**src/rtl/apb_pkg.sv**
```systemverilog
// Shared types and constants for the APB bus master and its address decoder.
package apb_pkg;

   typedef enum logic [1:0] {IDLE, SETUP, ACCESS} apb_state_e;

   localparam int APB_PAGE_BITS = 12;

   // Index width that stays legal (>=1 bit) even for a single slave.
   function automatic int idx_width(input int n);
      return (n > 1) ? $clog2(n) : 1;
   endfunction

endpackage

```
**src/rtl/apb_addr_decoder.sv**
```systemverilog
// Combinational page decoder: maps a 4 KiB page number to a slave index and one-hot select.
module apb_addr_decoder
   import apb_pkg::*;
#(
   parameter int          NUM_SLAVES = 4,
   parameter logic [19:0] BASE_PAGE  = 20'h10000,
   parameter int          IDX_W      = idx_width(NUM_SLAVES)
) (
   input  logic [31-APB_PAGE_BITS:0] addr_page,
   output logic                      hit,
   output logic [IDX_W-1:0]          index,
   output logic [NUM_SLAVES-1:0]     sel
);

   logic [31-APB_PAGE_BITS:0] page_offset;

   // Unsigned wrap makes pages below BASE_PAGE land far above NUM_SLAVES and miss.
   assign page_offset = addr_page - BASE_PAGE;
   assign hit         = page_offset < (32-APB_PAGE_BITS)'(NUM_SLAVES);
   assign index       = page_offset[IDX_W-1:0];

   generate
      for (genvar gi = 0; gi < NUM_SLAVES; gi++) begin : g_sel
         assign sel[gi] = hit && (page_offset == (32-APB_PAGE_BITS)'(gi));
      end
   endgenerate

endmodule

```
**src/rtl/apb_bus_master.sv**
```systemverilog
// CPU data-bus to APB3 bridge: latches one request, runs SETUP/ACCESS, returns a registered response.
module apb_bus_master
   import apb_pkg::*;
#(
   parameter int          NUM_SLAVES     = 4,
   parameter logic [19:0] BASE_PAGE      = 20'h10000,
   parameter int          TIMEOUT_CYCLES = 16
) (
   input  logic                     clk,
   input  logic                     reset,
   input  logic                     transfer,
   input  logic                     write,
   input  logic [31:0]              addr,
   input  logic [31:0]              wdata,
   output logic [31:0]              rdata,
   output logic                     ready,
   output logic                     err,
   output logic [31:0]              PADDR,
   output logic [31:0]              PWDATA,
   output logic                     PWRITE,
   output logic                     PENABLE,
   output logic [NUM_SLAVES-1:0]    PSEL,
   input  logic [NUM_SLAVES*32-1:0] PRDATA,
   input  logic [NUM_SLAVES-1:0]    PREADY
);

   localparam int IDX_W = idx_width(NUM_SLAVES);
   localparam int CNT_W = $clog2(TIMEOUT_CYCLES + 1);
   localparam logic [CNT_W-1:0] CNT_LAST = CNT_W'(TIMEOUT_CYCLES - 1);
   localparam logic [CNT_W-1:0] CNT_MAX  = CNT_W'(TIMEOUT_CYCLES);

   apb_state_e            state_reg, state_next;
   logic [31:0]           paddr_reg, pwdata_reg, rdata_reg;
   logic                  pwrite_reg, hit_reg, ready_reg, err_reg;
   logic [IDX_W-1:0]      index_reg;
   logic [NUM_SLAVES-1:0] psel_reg;
   logic [CNT_W-1:0]      cnt_reg;

   logic                  dec_hit;
   logic [IDX_W-1:0]      dec_index;
   logic [NUM_SLAVES-1:0] dec_sel;
   logic                  pready_sel, complete, complete_err;
   logic [31:0]           prdata_sel;

   apb_addr_decoder #(
      .NUM_SLAVES (NUM_SLAVES),
      .BASE_PAGE  (BASE_PAGE),
      .IDX_W      (IDX_W)
   ) u_decoder (
      .addr_page (addr[31:APB_PAGE_BITS]),
      .hit       (dec_hit),
      .index     (dec_index),
      .sel       (dec_sel)
   );

   always_comb begin
      pready_sel = 1'b0;
      prdata_sel = '0;
      for (int i = 0; i < NUM_SLAVES; i++) begin
         if (index_reg == IDX_W'(i)) begin
            pready_sel = PREADY[i];
            prdata_sel = PRDATA[32*i +: 32];
         end
      end
   end

   always_comb begin
      state_next   = state_reg;
      complete     = 1'b0;
      complete_err = 1'b0;
      case (state_reg)
         IDLE:    if (transfer) state_next = SETUP;
         SETUP:   state_next = ACCESS;
         ACCESS: begin
            // A selected slave's PREADY wins over the timeout on the final cycle.
            if (!hit_reg) begin
               complete     = 1'b1;
               complete_err = 1'b1;
            end else if (pready_sel) begin
               complete = 1'b1;
            end else if (cnt_reg == CNT_LAST) begin
               complete     = 1'b1;
               complete_err = 1'b1;
            end
            if (complete) state_next = IDLE;
         end
         default: state_next = IDLE;
      endcase
   end

   always_ff @(posedge clk) begin
      if (reset) begin
         state_reg  <= IDLE;
         paddr_reg  <= '0;
         pwdata_reg <= '0;
         pwrite_reg <= 1'b0;
         hit_reg    <= 1'b0;
         index_reg  <= '0;
         psel_reg   <= '0;
         cnt_reg    <= '0;
         rdata_reg  <= '0;
         ready_reg  <= 1'b0;
         err_reg    <= 1'b0;
      end else begin
         state_reg <= state_next;
         ready_reg <= complete;
         err_reg   <= complete_err;
         if (state_reg == IDLE && transfer) begin
            paddr_reg  <= addr;
            pwdata_reg <= wdata;
            pwrite_reg <= write;
            hit_reg    <= dec_hit;
            index_reg  <= dec_index;
            psel_reg   <= dec_sel;
         end
         if (state_reg == ACCESS) begin
            if (complete)            cnt_reg <= '0;
            else if (cnt_reg != CNT_MAX) cnt_reg <= cnt_reg + 1'b1;
         end
         if (complete && !pwrite_reg) rdata_reg <= complete_err ? 32'h0 : prdata_sel;
      end
   end

   assign PADDR   = paddr_reg;
   assign PWDATA  = pwdata_reg;
   assign PWRITE  = pwrite_reg;
   assign PENABLE = (state_reg == ACCESS);
   assign PSEL    = (state_reg != IDLE) ? psel_reg : '0;
   assign rdata   = rdata_reg;
   assign ready   = ready_reg;
   assign err     = err_reg;

endmodule

```
**config.mk**
```make
export PLATFORM = sky130hd
export DESIGN_NAME = apb_bus_master
export DESIGN_NICKNAME = d
export VERILOG_FILES = /design/src/rtl/apb_pkg.sv /design/src/rtl/apb_addr_decoder.sv /design/src/rtl/apb_bus_master.sv
export SDC_FILE = /design/constraint.sdc
export NUM_CORES = 1
export LEC_CHECK = 0
export CORE_MARGIN = 2
export CORE_UTILIZATION = 34
export CTS_BUF_LIST = sky130_fd_sc_hd__clkbuf_4 sky130_fd_sc_hd__clkbuf_8
export DETAILED_ROUTE_END_ITERATION = 6
export GPL_ROUTABILITY_DRIVEN = 0
export PLACE_DENSITY = 0.8
export SLEW_MARGIN = 10
export SYNTH_ARGS = -nofsm -noshare
export SYNTH_HDL_FRONTEND = slang
export SYNTH_SLANG_ARGS = --single-unit
```
**constraint.sdc**
```tcl
create_clock -name clk -period 2 [get_ports clk]
set_input_delay 0.4 -clock clk [delete_from_list [all_inputs] [get_ports clk]]
set_output_delay 0.4 -clock clk [all_outputs]
set_load 0.05 [all_outputs]
```
# After elaboration in Yosys (flattened, before gate mapping)
# Index checks and enable logic that the tools add are counted.
# totals
in_bits	200
wordCells	63
output_inout_bits	104
regBits	113
# op_classes
eq_ne	12
order_cmp	1
addsub	2
muxes	23
n_reduce_logical	14
# ops
op	count
2-to-1 mux 32 bit	5
== test 20 x 2 -> 1 bit, second input constant	2
== test 20 x 1 -> 1 bit, second input constant	1
logical NOT 20 bit	1
< comparator 20 x 3 -> 1 bit, second input constant	1
subtractor 20 x 17 -> 20 bit, second input constant	1
2-to-1 mux 1 bit	12
2-to-1 mux 5 bit	2
== test 2 bit, second input constant	3
logical AND 1 bit	6
case mux 2 bit (3 select lines)	1
adder 5 x 1 -> 5 bit, second input constant	1
== test 5 x 4 -> 1 bit, second input constant	1
!= test 5 bit, second input constant	1
== test 2 x 1 -> 1 bit, second input constant	2
logical NOT 2 bit	2
2-to-1 mux 2 bit	2
2-to-1 mux 4 bit	1
AND reduction 2 bit	2
nonzero test 2 bit	2
!= test 2 x 1 -> 1 bit, second input constant	1
!= test 2 bit, second input constant	1
logical NOT 1 bit	1

# Logic depth before layout (Yosys ltp)
# Gate-level depths: netlist (run 1).
# logic_depth
word_depth	11
depth_mapped	8
mapped_depth_nobuf	7

# By module
# From an unflattened synthesis (run 1), not the netlist that was laid out.
# hier_totals
cells_unflattened	536
hier_area_um2	4968.5
# modules_own_cells
module	cells_each	area_each_um2	instances	seq_area_each_um2
apb_bus_master	520	4852.2	1	2262.2
apb_addr_decoder	16	116.4	1	0.0

# Worst setup path after synthesis (run 1)
# OpenSTA, ideal clock, no wires.
# synth_path
path_type	register -> register
from	reg PADDR[13] (netlist name)
to	reg rdata_reg[0], in the netlist rdata[0]
path_slack_ps	21
path_buffers	2
required_ps	1882
path_stages_with_launch	7
period_less_slack_ps	1979
arrival_time_ps	1861
path_cell_list	dfxtp_1 -> buf_2 -> mux2_2 -> mux2_2 -> nand4b_2 -> buf_4 -> o2bb2ai_1
# synth_lines
item	line	text
to (signal assigned)	apb_bus_master.sv:120	if (complete && !pwrite_reg) rdata_reg <= complete_err ? 32'h0 : prdata_sel;
to (decl)	apb_bus_master.sv:33	logic [31:0] paddr_reg, pwdata_reg, rdata_reg;

# Worst setup path in the final report (run 1)
# layout_path
from	reg cnt_reg[0]
to	reg rdata_reg[23], in the netlist rdata[23]
# layout_via
elab_chain_len	7
word_cells_on_any_way	11
cone_classes	eq/ne: 1; mux: 9; reduce/logical: 1
# layout_rtl
item	line	text
from (decl)	apb_bus_master.sv:37	logic [CNT_W-1:0] cnt_reg;
from (signal assigned)	apb_bus_master.sv:118	else if (cnt_reg != CNT_MAX) cnt_reg <= cnt_reg + 1'b1;
== test 5 x 4 -> 1 bit *	apb_bus_master.sv:81	end else if (cnt_reg == CNT_LAST) begin
2-to-1 mux 1 bit *	apb_bus_master.sv:81	
2-to-1 mux 1 bit	apb_bus_master.sv:79	end else if (pready_sel) begin
2-to-1 mux 1 bit	apb_bus_master.sv:76	if (!hit_reg) begin
2-to-1 mux 1 bit (2 in a row)	apb_bus_master.sv:71	case (state_reg)
logical AND 1 bit	apb_bus_master.sv:120	
# Mark *: on every way between the ends. The rest lies on a longest branch, timed or not. The select of a mux whose other input is x is not followed.
# A chain may end at the register's enable or synchronous reset.

==> results of run 1 <==
cell usage after synthesis (all sizes together), types with 4 or more instances:
cell type    n
a21oi       68
a32o         4
buf         16
clkbuf      21
dfxtp      111
inv         41
mux4        32
nand2      136
nand3        6
nor2         8
nor4         4
o2bb2ai     32
cells by family after synthesis:
group                    after synthesis  share of synthesized area [%]
AND/OR/NAND/NOR                      172                           15.1
adder cells (fa/ha/maj)                3                          0.778
flip-flops                           111                           46.1
buffers and inverters                 78                           7.00
AO/OA/AOI/OAI                        112                           15.4
multiplexers                          35                           15.6
critical path: stages, from the launching register on:
cell and delay [ns]:
dfxtp_2 0.35, ha_4 0.15, and3_4 0.18, ha_4 0.16, or3b_4 0.40, o22ai_4 0.15
o31a_4 0.27, clkbuf_16 0.19, o2bb2ai_2 0.10
routing by layer:
| layer | GRT usage [%] | part of all wire, % | wire length (µm) | up-vias |
|---|---|---|---|---|
| met2 | 36.6 | 50 | 8500 | 196 |
| met1 | 23.2 | 38 | 6320 | 2255 |
| met3 | 7.24 | 10 | 1700 | 25 |
| met5 | 0 | 0 | 0 | - |
| li1 | - | - | - | 2380 |
| met4 | 7.60 | 1.9 | 328 | 0 |
power by group:
| part | internal (W) | total [W] | switching [W] |
|---|---|---|---|
| combinational | 0.000709 | 0.00139 | 0.000684 |
| clock | 0.000750 | 0.00154 | 0.000788 |
| sequential | 0.00229 | 0.00234 | 0.0000435 |
| total | 0.00375 | 0.00527 | 0.00152 |
per-stage QoR:
stage / hold WS (ns) / cells / worst slack, ns / instance area (µm²) / total power (W)
after floorplan: 0.434 / 511 / 0.0215 / 4820 / 0.00306
after global placement: 0.441 / 979 / -0.0354 / 8160 / 0.00372
after detailed placement: 0.445 / 979 / -0.00648 / 8160 / 0.00374
final: 0.448 / 1002 / -0.0145 / 8840 / 0.00527
after CTS: 0.414 / 996 / -0.0112 / 8390 / 0.00529
after global routing: 0.439 / 1002 / -0.0450 / 8840 / 0.00552
how the worst max path moves through the flow:
stage                                       start                  endpoint  cells past startpoint
final                     cnt_reg[0]$_SDFFE_PP0P_    rdata[23]$_SDFFE_PP0P_                      8
after detailed placement  cnt_reg[0]$_SDFFE_PP0P_   cnt_reg[1]$_SDFFE_PP0P_                      8
after CTS                 cnt_reg[0]$_SDFFE_PP0P_   cnt_reg[1]$_SDFFE_PP0P_                      8
after floorplan            PADDR[13]$_SDFFE_PP0P_     rdata[0]$_SDFFE_PP0P_                      6
after global placement                   addr[27]  psel_reg[1]$_SDFFE_PP0P_                      6
after global routing      cnt_reg[0]$_SDFFE_PP0P_    rdata[20]$_SDFFE_PP0P_                      8
what timing repair did:
item                       CTS  global route
buffers inserted             1             3
resized for setup            1            81
setup endpoints to repair   28            62
pin swaps                    1             4
cloned                       0             3
placed cells by master, fill, tap and decap left out, types with 2 or more instances in the layout:
master / synthesis / routed
nand2_1: 136 / 134
nor4_1: 4 / 4
mux2_2: 3 / 3
dlymetal6s2s_1: 0 / 38
o2bb2ai_2: 0 / 32
ha_4: 0 / 2
nor2b_1: 3 / 3
and2b_1: 2 / 2
o32ai_2: 0 / 3
nand3_1: 6 / 6
nand2b_1: 2 / 2
mux4_2: 32 / 32
dfxtp_2: 0 / 4
nor3_1: 3 / 3
clkdlybuf4s50_1: 0 / 246
clkinv_2: 0 / 2
buf_12: 0 / 11
a32o_1: 4 / 4
nand2_2: 0 / 2
a21oi_1: 68 / 68
dfxtp_1: 111 / 107
clkbuf_16: 0 / 3
nor2_1: 8 / 8
inv_1: 41 / 41
clkbuf_8: 0 / 10
buf_4: 4 / 32
bufinv_16: 0 / 2
cell type report:
type | count | area [µm²]
Clock buffer | 10 | 138
Multi-Input combinational cell | 322 | 2520
Clock inverter | 6 | 90.1
Fill cell | 1139 | 5040
Inverter | 41 | 154
Tap cell | 180 | 225
Sequential cell | 111 | 2230
Timing Repair Buffer | 332 | 3490
==> results.toml, run 1 <==
[worst_setup_path]
critical_path.max_fanout = 8
required_ns = 2.30
arrival_ns = 2.32
r2r_end = "rdata[23]$_SDFFE_PP0P_"
crit_type = "flip-flop to flip-flop"
cp-start-kind = "flip-flop"
end_kind = "flip-flop"
reg2reg_slack_ns = -0.01
r2r-start = "cnt_reg[0]$_SDFFE_PP0P_"
reg2regPathDepth = 8

[global_routing]
grt_first_pass_wirelength_um = 24200
antenna_found_initial = 0
grt_pass1_vias = 4748
track_usage_pct = 20.8
grt_max_degree = 67
grt.overflow.total = 0

[logic_synthesis]
synth_top_area_share_pct = 46.1
synth_area_leader_cell = "dfxtp_1"
ys_seq_area_share_pct = 46.1
synth_cell_types = 34
synthTopCellsByArea = "dfxtp_1, mux4_2, nand2_1"
synth-async-reset-ratio_pct = 0
ys_warn_count = 0
ys.flop_type = "dfxtp_1"
synth-edff-count = 0
netlist_area_um2 = 4820
synthCells = 511
ys_ff_latch = 111
syn-num-nets = 714
avgSynthCellArea_um2 = 9.44

[clock_network]
clk_latency_ns = 0.37
cts_tree = "built"
cts_hold_buf = 0
numCtsBuffers = 9
clk_pin_slew_ns = 0.11
clock_sinks = 111
cts-htree-levels = 3
clockBufferDepth = 2
cts_root_buf = "clkbuf_8"

[detailed_routing]
wire_per_inst_um = 16.8
via_count = 4856
vias_per_cell = 4.85
drtIter0Drc = 162
wl_um = 16800
ant_nets = 0
drt_drc_violations_left = 0
firstDrtPassIters = 4

[timing]
final_max_slew_viol_count = 0
post-route-period-util_pct = 101
tightest_slew_ns = 0.549
period_minus_slack_ns = 2.01
final-hold-violation-count = 0
rsz0062_at_grt = "yes"
relSlewSlack_pct = 63.3
fin_skew_ns = 0.0123
max_freq_mhz = 496
tns_ns = -0.0258
setup_viol = 5
worst_slack_ns = -0.0145

[floorplan]
start_util_pct = 34.7
rows = 43
core_area_um2 = 13900
die-area_um2 = 15200
fp.dieW_um = 123
ios = 304
die_h_um = 123

[layout]
drive_gt1_share_pct = 17.9
n_antenna_cell = 0
nets = 1020
final_util_pct = 63.7
synthToLayoutAreaGrowth_pct = 83.3

[job]
cap_viol_max_count = 0

[run_status]
status = "finished, violations left"
failed_checks = "negative setup slack"

[min_path]
hold_path_depth = 2
hold_path_end = "PADDR[30]$_SDFFE_PP0P_"
min_path_type = "input pin to flip-flop"
worstHoldStart = "reset"

[placed_design]
place.port_buffers = 303
dp_hpwl_um = 12600

[power]
ir_drop_uv = 448
p_leak_nw = 3.99
power_density_nw_per_um2 = 596
Note: power is estimated with default switching activity, not from simulation.
==> run 2, diff against run 1 <==
--- a/config.mk
+++ b/config.mk
@@ -11,6 +11,7 @@
 export DETAILED_ROUTE_END_ITERATION = 6
 export GPL_ROUTABILITY_DRIVEN = 0
 export PLACE_DENSITY = 0.8
+export SETUP_SLACK_MARGIN = 0.05
 export SLEW_MARGIN = 10
 export SYNTH_ARGS = -nofsm -noshare
 export SYNTH_HDL_FRONTEND = slang
==> results.toml, run 2 (synthesis results as in run 1) <==
[detailed_routing]
wl_met2_um = 8110
met3WireLength_um = 1770
drt_drc_violations_left = 0
wire_per_inst_um = 16.1
vias_per_cell = 4.82
wl_met1_um = 5960
drtIter0Drc = 194
via_count = 4800
wl_um = 16000
firstDrtPassIters = 4
ant_nets = 0
top_layer_used = "met4"

[layout]
final_area_um2 = 8330
synthToLayoutAreaGrowth_pct = 72.8
layout_common_cells = "clkdlybuf4s50_1, nand2_1, dfxtp_1, dlygate4sd2_1, a21oi_1"
n_fill_cell = 1203
layout_commonest_cell = "clkdlybuf4s50_1"
fin_cells = 995
drive_gt1_share_pct = 13.7
nets = 1013
n_antenna_cell = 0

[placed_design]
dp.cells = 972
place_area_um2 = 8040
dp_hpwl_um = 12100
place.port_buffers = 303

[worst_setup_path]
arrival_ns = 2.23
end_kind = "flip-flop"
required_ns = 2.31
critical_path.max_fanout = 4
crit_type = "flip-flop to flip-flop"
cp-start-kind = "flip-flop"

[clock_network]
clk_latency_ns = 0.37
numCtsBuffers = 9
cts_root_buf = "clkbuf_8"
cts_tree = "built"
clock_sinks = 111
cts_hold_buf = 0
clockBufferDepth = 2
cts-htree-levels = 3
clk_pin_slew_ns = 0.11

[floorplan]
core_area_um2 = 13900
die_h_um = 123
rows = 43
fp.dieW_um = 123
ios = 304
start_util_pct = 34.7
die-area_um2 = 15200

[global_routing]
track_usage_pct = 20.4
grt_max_degree = 49
grt_first_pass_wirelength_um = 24000
grt.overflow.total = 0
grt_pass1_vias = 4823
antenna_found_initial = 0

[timing]
relSlewSlack_pct = 64.4
rsz0062_at_grt = "yes"
max_freq_mhz = 521
fin_skew_ns = 0.0102
period_minus_slack_ns = 1.92
post-route-period-util_pct = 96.0
tightest_slew_ns = 0.536
final_max_slew_viol_count = 0
whs_ns = 0.368
setup_viol = 0
final-hold-violation-count = 0

[power]
power_density_nw_per_um2 = 620
power_w = 0.00517
p_leak_nw = 3.60
ir_drop_uv = 459

[job]
cap_viol_max_count = 0

[run_status]
status = "finished, final reports clean"

[min_path]
min_path_type = "input pin to flip-flop"
==> run 2: changes by cell type in the layout (fill, tap and decap cells not counted), sizes merged, moves of 4 or more <==
cell / before / now
clkbuf: 13 / 9
buf: 44 / 40
clkdlybuf4s50: 246 / 198
dlygate4sd2: 1 / 82
dlymetal6s2s: 38 / 4
==> run 2: where the power goes <==
part	internal, W	leakage (nW)	switching (W)
logic	0.000627	2.58	0.000642
clock network	0.000734	0.115	0.000824
registers	0.00229	0.907	0.0000485
==> run 2: layout make-up <==
type	instances	area [µm²]	area share (%)
clock buffers	9	124	1.49
clock inverters	7	113	1.35
inverters	41	154	1.85
multi-input cells	323	2350	28.2
flip-flops and latches	111	2230	26.7
well taps	180	225	2.70
repair buffers	324	3140	37.7
==> run 2: path summary, 6_finish.rpt <==
check	start	to	slack, ns	depth (start not counted)
setup / recovery	cnt_reg[1]$_SDFFE_PP0P_	cnt_reg[3]$_SDFFE_PP0P_	0.08	9
hold / removal	reset	state_reg[1]$_SDFFE_PP0P_	0.37	2
setup reg to reg	cnt_reg[1]$_SDFFE_PP0P_	cnt_reg[3]$_SDFFE_PP0P_	0.08	9
hold reg to reg	PADDR[0]$_SDFFE_PP0P_	PADDR[0]$_SDFFE_PP0P_	0.46	2
==> run 2: critical path, cell delays in order (launching register included) <==
cell     delay, ns
dfxtp_2       0.35
ha_4          0.16
and3_4        0.15
ha_4          0.15
or3b_4        0.38
o22ai_4       0.18
buf_6         0.16
buf_6         0.10
nand3_2       0.06
a31oi_1       0.16
==> run 2: timing repair <==
item | CTS | global route
gates resized for setup | 95 | 12
setup buffers | 6 | 0
setup endpoints to repair | 117 | 44
cloned | 1 | 0
pin swaps | 10 | 9
==> run 2: per-stage QoR <==
stage               worst slack [ns]  utilization, %  TNS, ns
detailed placement           -0.0119            57.9  -0.0982
CTS                           0.0351            59.7        0
global placement             -0.0254            57.9  -0.0978
global route                 -0.0290            60.0  -0.0290
finish                        0.0803            60.0        0
floorplan                     0.0625               -        0
==> run 2: per-layer routing <==
| metal | up-vias | GRT usage (%) |
|---|---|---|
| met1 | 2226 | 21.4 |
| met2 | 199 | 37.1 |
| met4 | 0 | 6.96 |
| met5 | - | 0 |
| met3 | 12 | 7.80 |
| li1 | 2363 | - |
==> run 3, diff against run 2 <==
--- a/config.mk
+++ b/config.mk
@@ -5,7 +5,7 @@
 export SDC_FILE = /design/constraint.sdc
 export NUM_CORES = 1
 export LEC_CHECK = 0
-export CORE_MARGIN = 2
+export CORE_MARGIN = 8
 export CORE_UTILIZATION = 34
 export CTS_BUF_LIST = sky130_fd_sc_hd__clkbuf_4 sky130_fd_sc_hd__clkbuf_8
 export DETAILED_ROUTE_END_ITERATION = 6
==> results.toml, run 3 (synthesis results as in run 1) <==
[floorplan]
start_util_pct = 34.7
die_h_um = 135
core_area_um2 = 13900
rows = 43
fp.dieW_um = 135
ios = 304
die-area_um2 = 18300

[worst_setup_path]
crit_type = "flip-flop to flip-flop"
required_ns = 2.30
reg2reg_slack_ns = -0.008
critical_path.max_fanout = 8
end_kind = "flip-flop"
cp_top_family = "compound AO/OA/AOI/OAI gates"
arrival_ns = 2.31
critPathMaxStageDelay_ns = 0.37
cp-start-kind = "flip-flop"
critical_path_buf_inv_count = 1
cp_slowest_cell = "or3b_4"
path_cells = "ha_4 > and3_4 > ha_4 > or3b_4 > o22ai_4 > buf_6 > o31a_4 > o2bb2ai_4"
crit_top_cell = "ha_4"

[layout]
layout_common_cells = "clkdlybuf4s50_1, nand2_1, dfxtp_1, dlygate4sd2_1, a21oi_1"
final_area_um2 = 8460
drive_gt1_share_pct = 16.2
layout_commonest_cell = "clkdlybuf4s50_1"
regArea_um2 = 2230
multiInputGateArea_um2 = 2490
fin_cells = 1001
synthToLayoutAreaGrowth_pct = 75.4
nets = 1018
final_util_pct = 60.9
n_fill_cell = 1214

[clock_network]
cts-htree-levels = 3
numCtsBuffers = 9
clk_pin_slew_ns = 0.11
cts_tree = "built"
clock_sinks = 111
clockBufferDepth = 2
cts_root_buf = "clkbuf_8"
clk_latency_ns = 0.37

[power]
ir_drop_uv = 468
p_leak_nw = 3.62
power_w = 0.00496
power_density_nw_per_um2 = 587

[timing]
relSlewSlack_pct = 63.4
rsz0062_at_grt = "yes"
max_freq_mhz = 498
fin_skew_ns = 0.0150
final_max_slew_viol_count = 0
tightest_slew_ns = 0.551
setup_viol = 1
period_minus_slack_ns = 2.01
post-route-period-util_pct = 100
final-hold-violation-count = 0
worst_slack_ns = -0.00830

[placed_design]
place.port_buffers = 303
dp.cells = 973
pre_cts_ws_ns = -0.0490
place_area_um2 = 8060
dp_hpwl_um = 14100

[detailed_routing]
drtIter0Drc = 239
firstDrtPassIters = 6
drt_drc_violations_left = 0
wire_per_inst_um = 18.3
via_count = 4830
ant_nets = 0
vias_per_cell = 4.83
wl_um = 18300

[global_routing]
grt.overflow.total = 0
grt_pass1_vias = 5051
grt_max_degree = 42
grt_first_pass_wirelength_um = 28200
antenna_found_initial = 0
track_usage_pct = 19.7

[run_status]
status = "finished, violations left"
failed_checks = "negative setup slack"

[min_path]
min_path_type = "input pin to flip-flop"

[job]
cap_viol_max_count = 0
[run 3: per-layer routing]
metal	vias up	track usage (%)	share of wire (%)
met4	0	5.31	1.1
met2	212	35.2	51
met1	2229	20.9	37
met3	12	8.10	11
met5	-	0	0
li1	2377	-	-
[run 3: final timing paths]
| check | start | endpoint | cells after the start |
|---|---|---|---|
| worst max-delay path | cnt_reg[0]$_SDFFE_PP0P_ | rdata[19]$_SDFFE_PP0P_ | 8 |
| worst min-delay path | reset | state_reg[1]$_SDFFE_PP0P_ | 2 |
| worst max register to register | cnt_reg[0]$_SDFFE_PP0P_ | rdata[19]$_SDFFE_PP0P_ | 8 |
| worst min register to register | PADDR[24]$_SDFFE_PP0P_ | PADDR[24]$_SDFFE_PP0P_ | 2 |
[run 3: final cells by class]
class                   count  share of cell area (%)
well taps                 180                    2.66
repair buffers            328                    37.5
multi-input cells         324                    29.4
flip-flops and latches    111                    26.3
clock buffers              10                    1.63
clock inverters             6                   0.592
diodes                      1                  0.0296
inverters                  41                    1.82
[run 3: worst reg2reg max path, cell delays in order, from the launching register on]
cell,delay [ns]
dfxtp_2,0.36
ha_4,0.16
and3_4,0.18
ha_4,0.15
or3b_4,0.37
o22ai_4,0.20
buf_6,0.15
o31a_4,0.25
o2bb2ai_4,0.13
[run 3: report_power, final]
group | total [W] | internal, W | leakage, nW | switching (W)
clock network | 0.00132 | 0.000511 | 0.101 | 0.000806
logic | 0.00131 | 0.000636 | 2.62 | 0.000671
registers | 0.00234 | 0.00229 | 0.907 | 0.0000439
[run 3: per-stage QoR]
step	hold slack, ns	TNS [ns]
detailed placement	0.446	-1.31
CTS	0.342	-0.0438
global route	0.368	-0.607
global placement	0.441	-0.0329
floorplan	0.434	0
finish	0.357	-0.00830
[run 3: timing repair]
action | CTS | global route
hold buffers | 0 | 0
gates cloned | 2 | 0
buffers inserted | 7 | 2
pin swaps | 11 | 11
resized for setup | 121 | 7
endpoints found under the setup margin | 120 | 42
